### src/rtl/cpu_6502_fetch_unit.sv
// 6502 instruction fetch stage: reads opcode plus 0-2 operand bytes, decodes length, hands a bundle to the decoder.
// Optional build macro FETCH_ILLEGAL_TRAP_EN: cc=11 opcodes are flagged illegal and fetch halts until redirect.
module cpu_6502_fetch_unit #(
  parameter logic [15:0] RESET_PC = 16'h8000
) (
  input  logic        clk,
  input  logic        rst_n,
  output logic        mem_req_o,
  output logic [15:0] mem_addr_o,
  input  logic [7:0]  mem_rdata_i,
  input  logic        redirect_valid_i,
  input  logic [15:0] redirect_pc_i,
  output logic        instr_valid_o,
  input  logic        instr_ready_i,
  output logic [7:0]  instr_opcode_o,
  output logic [7:0]  instr_op1_o,
  output logic [7:0]  instr_op2_o,
  output logic [1:0]  instr_len_o,
  output logic [15:0] instr_pc_o,
  output logic        instr_illegal_o
);

  localparam int unsigned PC_W   = 16;
  localparam int unsigned DATA_W = 8;
  localparam int unsigned LEN_W  = 2;

  typedef enum logic [2:0] {
    ST_FETCH0,
    ST_CAP0,
    ST_CAP1,
    ST_CAP2,
    ST_VALID,
    ST_HALT
  } state_t;

  state_t              r_state, w_next_state;
  logic [PC_W-1:0]     r_pc, w_pc_next;
  logic [PC_W-1:0]     r_instr_pc, w_instr_pc_next;
  logic [DATA_W-1:0]   r_opcode, w_opcode_next;
  logic [DATA_W-1:0]   r_op1, w_op1_next;
  logic [DATA_W-1:0]   r_op2, w_op2_next;
  logic [LEN_W-1:0]    r_len, w_len_next;
  logic                r_valid;
  logic                w_mem_req;
  logic [PC_W-1:0]     w_mem_addr;
  logic [LEN_W-1:0]    w_dec_len;
`ifdef FETCH_ILLEGAL_TRAP_EN
  logic                r_illegal, w_illegal_next;
`endif

  // Instruction length from the aaa/bbb/cc opcode grouping
  function automatic logic [1:0] f_instr_len(input logic [7:0] op);
    logic [2:0] bbb;
    logic [1:0] cc;
    logic [1:0] len;
    bbb = op[4:2];
    cc  = op[1:0];
    len = 2'd2;
    case (cc)
      2'b01: begin
        if (bbb inside {3'b011, 3'b110, 3'b111}) len = 2'd3;
      end
      2'b10: begin
        if (bbb == 3'b010 || op == 8'h9A || op == 8'hBA) len = 2'd1;
        else if (bbb inside {3'b011, 3'b111})            len = 2'd3;
      end
      2'b00: begin
        if (op inside {8'h00, 8'h40, 8'h60})       len = 2'd1;
        else if (op == 8'h20)                      len = 2'd3;
        else if (bbb == 3'b100)                    len = 2'd2;
        else if (bbb inside {3'b010, 3'b110})      len = 2'd1;
        else if (bbb inside {3'b011, 3'b111})      len = 2'd3;
      end
      default: len = 2'd1;
    endcase
    return len;
  endfunction

  assign w_dec_len = f_instr_len(mem_rdata_i);

  // Next-state, datapath next values and memory request
  always_comb begin
    w_next_state    = r_state;
    w_pc_next       = r_pc;
    w_instr_pc_next = r_instr_pc;
    w_opcode_next   = r_opcode;
    w_op1_next      = r_op1;
    w_op2_next      = r_op2;
    w_len_next      = r_len;
    w_mem_req       = 1'b0;
    w_mem_addr      = r_pc;
`ifdef FETCH_ILLEGAL_TRAP_EN
    w_illegal_next  = r_illegal;
`endif
    case (r_state)
      ST_FETCH0: begin
        w_mem_req    = 1'b1;
        w_mem_addr   = r_pc;
        w_next_state = ST_CAP0;
      end
      ST_CAP0: begin
        w_opcode_next   = mem_rdata_i;
        w_len_next      = w_dec_len;
        w_instr_pc_next = r_pc;
        w_op1_next      = '0;
        w_op2_next      = '0;
`ifdef FETCH_ILLEGAL_TRAP_EN
        w_illegal_next  = (mem_rdata_i[1:0] == 2'b11);
`endif
        if (w_dec_len >= 2'd2) begin
          w_mem_req    = 1'b1;
          w_mem_addr   = r_pc + 16'd1;
          w_next_state = ST_CAP1;
        end else begin
          w_next_state = ST_VALID;
        end
      end
      ST_CAP1: begin
        w_op1_next = mem_rdata_i;
        if (r_len == 2'd3) begin
          w_mem_req    = 1'b1;
          w_mem_addr   = r_pc + 16'd2;
          w_next_state = ST_CAP2;
        end else begin
          w_next_state = ST_VALID;
        end
      end
      ST_CAP2: begin
        w_op2_next   = mem_rdata_i;
        w_next_state = ST_VALID;
      end
      ST_VALID: begin
        if (instr_ready_i) begin
          w_pc_next    = r_pc + PC_W'(r_len);
          w_next_state = ST_FETCH0;
`ifdef FETCH_ILLEGAL_TRAP_EN
          if (r_illegal) w_next_state = ST_HALT;
`endif
        end
      end
      ST_HALT: w_next_state = ST_HALT;
      default: w_next_state = ST_FETCH0;
    endcase
    // Redirect wins over everything, including a same-cycle handshake
    if (redirect_valid_i) begin
      w_next_state = ST_FETCH0;
      w_pc_next    = redirect_pc_i;
    end
  end

  always_ff @(posedge clk) begin
    if (!rst_n) begin
      r_state    <= ST_FETCH0;
      r_pc       <= RESET_PC;
      r_instr_pc <= '0;
      r_opcode   <= '0;
      r_op1      <= '0;
      r_op2      <= '0;
      r_len      <= '0;
      r_valid    <= 1'b0;
`ifdef FETCH_ILLEGAL_TRAP_EN
      r_illegal  <= 1'b0;
`endif
    end else begin
      r_state    <= w_next_state;
      r_pc       <= w_pc_next;
      r_instr_pc <= w_instr_pc_next;
      r_opcode   <= w_opcode_next;
      r_op1      <= w_op1_next;
      r_op2      <= w_op2_next;
      r_len      <= w_len_next;
      r_valid    <= (w_next_state == ST_VALID);
`ifdef FETCH_ILLEGAL_TRAP_EN
      r_illegal  <= w_illegal_next;
`endif
    end
  end

  // Request must be issued in the cycle the opcode arrives, so it is decoded from state and read data
  assign mem_req_o      = w_mem_req;
  assign mem_addr_o     = w_mem_addr;
  assign instr_valid_o  = r_valid;
  assign instr_opcode_o = r_opcode;
  assign instr_op1_o    = r_op1;
  assign instr_op2_o    = r_op2;
  assign instr_len_o    = r_len;
  assign instr_pc_o     = r_instr_pc;
`ifdef FETCH_ILLEGAL_TRAP_EN
  assign instr_illegal_o = r_illegal;
`else
  assign instr_illegal_o = 1'b0;
`endif

endmodule

### config.mk
export PLATFORM = sky130hd
export DESIGN_NAME = cpu_6502_fetch_unit
export DESIGN_NICKNAME = d
export VERILOG_FILES = /design/src/rtl/cpu_6502_fetch_unit.sv
export SDC_FILE = /design/constraint.sdc
export NUM_CORES = 1
export LEC_CHECK = 0
export CAP_MARGIN = 20
export CORE_ASPECT_RATIO = 0.9
export CORE_MARGIN = 2
export CORE_UTILIZATION = 53
export CTS_BUF_LIST = sky130_fd_sc_hd__clkbuf_8 sky130_fd_sc_hd__clkbuf_16
export DETAILED_ROUTE_END_ITERATION = 8
export HOLD_SLACK_MARGIN = 0.15
export PLACE_DENSITY_LB_ADDON = 0.12
export SYNTH_ARGS = -nofsm -noshare
export SYNTH_HDL_FRONTEND = slang
export SYNTH_SLANG_ARGS = --single-unit
### constraint.sdc
create_clock -name clk -period 4.9 [get_ports clk]
set_input_delay 0.49 -clock clk [delete_from_list [all_inputs] [get_ports clk]]
set_output_delay 0.49 -clock clk [all_outputs]
set_load 0.05 [all_outputs]
==> impl_metrics.ini <==
[status]
outcome = completed

[route]
dr.pass1.iters = 5
wire_per_inst_um = 14.96
drc = 0
drtIter0Drc = 195
via_per_inst = 5.477
final_antenna_net_count = 0
drt_wl_total_um = 8469
vias = 3100

[pwr]
peakVddDrop_v = 0.0002400
leakagePower_nw = 1.562
p_int_mw = 0.9021
p_per_area_mw_per_mm2 = 293.4
finalPower_mw = 1.298
switching_power_mw = 0.3955
switching_share = 0.3048
seqPwrFrac = 0.427
power.share.combinational = 0.175
clkPwrFrac = 0.398

[final_layout]
layout_commonest_cell = clkdlybuf4s50_1
diodes = 0
final_cell_mix = 87 x clkdlybuf4s50_1, 77 x nand2_1, 62 x dfxtp_1, 33 x a21boi_0, 25 x o21ai_0
utilization = 0.7233
drive_gt1_frac = 0.06681
fin_nets = 507
area_growth_pct = 32.15

[critical_path]
cp.required_ns = 4.41
crit_arrival_ns = 3.91
worstSetupEndpointType = output pin
timing.rr.start = instr_len_o[0]
rr_worst_depth = 7
crit_path_start_kind = register
crit_type = reg -> out
r2r_slack_ns = 2.58
cp_max_fo = 25
reg2reg_to = r_pc[14]

[synth]
yosys-mux-area-fraction = 0.002991
synth-compound-area-share = 0.2239
synthDominantCellAreaShare = 0.3708
synth_flop_cell = dfxtp_1
ys_seq_elements = 62
synth_edf_count = 0
yosysTopAreaCell = dfxtp_1
synth_simple_gate_area_share = 0.2587
synth_top_family_by_area = simple AND/OR/NAND/NOR gates
async_flop_share = 0
syn_area_mm2 = 0.003347
ys_top_cells_by_area = dfxtp_1 37%, nand2_1 8.6%, a21boi_0 7.4%, o21ai_0 3.7%, a21oi_1 3.4%
yosysSeqAreaShare = 0.3708
synth_adder_area_share = 0.02093
synth-xor-area-share = 0.06804
syn_nets = 440
synth_area_per_cell_um2 = 8.223
netlist_instances = 407
ys_types = 54
yosysWarnings = 0

[worst_hold_path]
hold_class = reg -> reg
hold_depth = 2
hold_start = instr_opcode_o[4]
hold_end = instr_opcode_o[4]

[placement]
dpl.hpwl_um = 6140
io_buffers = 87
finalWeightedCongestion = 0.9746

[cts]
cts_buffers = 9
hold_buffers = 0
cts_buffer_depth = 2
cts_tree = built
cts_root_buf = clkbuf_8
cts_resized = 0
clk_pin_slew_ns = 0.07
cts_max_level = 3
clk_latency_ns = 0.36
cts_sinks = 62
postCtsSetupBuffers = 0

[job]
drv_cap = 0

[timing]
rsz0062_at_grt = false
worst_slew_pin_slew_ns = 0.8582
hold_violations = 0
holdWs_ns = 0.4609
fin_crit_sh = 0.8977
slew_viol_final = 0
setup_viol = 0
setup-tns-final_ns = 0
fmax_mhz = 227.3
slew_headroom = 0.4278
fin_crit_ns = 4.399
clock_skew_ns = 0.008017

[global_route]
overflow = 0
grt_pass1_wl_um = 13560
grt_usage = 0.2539
first_global_vias = 2747
grt_max_degree = 40
antenna_found_initial = 0

[floorplan]
dieHeight_um = 79.39
die-area_mm2 = 0.006968
initial_core_util = 0.5474
io_pins = 89
core_mm2 = 0.006115
dieWidth_um = 87.77
num_rows = 27
-- how the worst max path moves through the flow --
stage	from	to	slack (ns)
2_1_floorplan	instr_len_o[1]	mem_addr_o[10]	2.00
3_3_place_gp	r_state[1]	mem_addr_o[10]	1.10
3_5_place_dp	r_state[1]	mem_addr_o[10]	0.93
4_1_cts	r_state[1]	mem_addr_o[10]	0.54
5_1_grt	r_state[1]	mem_addr_o[10]	0.19
6_report	r_state[1]	mem_addr_o[10]	0.50
-- logic make-up after synthesis --
family	count (synthesis)
buffers and inverters	39
other	1
and+or+nand+nor	165
adders and majority gates	5
muxes	1
DFF	62
AOI/OAI and AO/OA	108
xor gates and xnor gates	26
-- flip-flops by register name (all words and copies together), names as in the netlist --
name            flops
instr_pc_o         16
r_pc               16
instr_op1_o         8
instr_op2_o         8
instr_opcode_o      8
r_state             3
instr_len_o         2
instr_valid_o       1
-- power groups by stage --
| stage | Sequential (mW) | Combinational [mW] | Clock (mW) |
|---|---|---|---|
| 2_1_floorplan | 0.582 | 0.124 | 0 |
| 4_1_cts | 0.553 | 0.225 | 0.521 |
| 3_5_place_dp | 0.565 | 0.224 | 0 |
| 6_report | 0.554 | 0.226 | 0.517 |
| 3_3_place_gp | 0.565 | 0.221 | 0 |
| 5_1_grt | 0.557 | 0.242 | 0.537 |
-- per-layer routing --
layer	up-vias	GRT usage	share of wire
met3	21	0.05998	0.066
met4	0	0.1000	0.024
met5	-	0	0
li1	1535	-	-
met2	119	0.3636	0.44
met1	1425	0.3659	0.47
-- synth_stat cells (5+ instances only) --
master    count
nor2_1       13
nor3_1        5
buf_2        10
inv_1         5
nand4_1       5
nand2_1      77
a21boi_0     33
and2_1       11
a21oi_1      23
clkbuf_1     17
dfxtp_1      62
nor2b_1      12
o21ai_0      25
nand2b_1      5
nand3_1      15
xnor2_1      13
xor2_1       13
-- metrics by stage --
| stage | instances | setup WS (ns) | cell area, um^2 |
|---|---|---|---|
| final | 566 | 0.5012 | 4423 |
| after global routing | 566 | 0.1947 | 4423 |
| after CTS | 565 | 0.5356 | 4408 |
| after detailed placement | 549 | 0.9317 | 4182 |
| after global placement | 549 | 1.104 | 4182 |
| after floorplan | 407 | 2.005 | 3347 |
-- worst max-delay path: stages, from the launching register on --
cell	delay (ns)
dfxtp_1	0.85
and2b_1	0.43
nor2b_1	0.56
nand2_2	0.25
a2111oi_4	0.40
xor2_1	0.20
clkdlybuf4s50_1	0.84
-- cell type report --
class / count / area [um^2]
Clock buffer: 9 / 123.9
Clock inverter: 7 / 102.6
Fill cell: 528 / 1692
Inverter: 5 / 18.77
Multi-Input combinational cell: 306 / 1927
Sequential cell: 62 / 1241
Tap cell: 87 / 108.9
Timing Repair Buffer: 90 / 900.9
(Power assumes the default switching activity.)
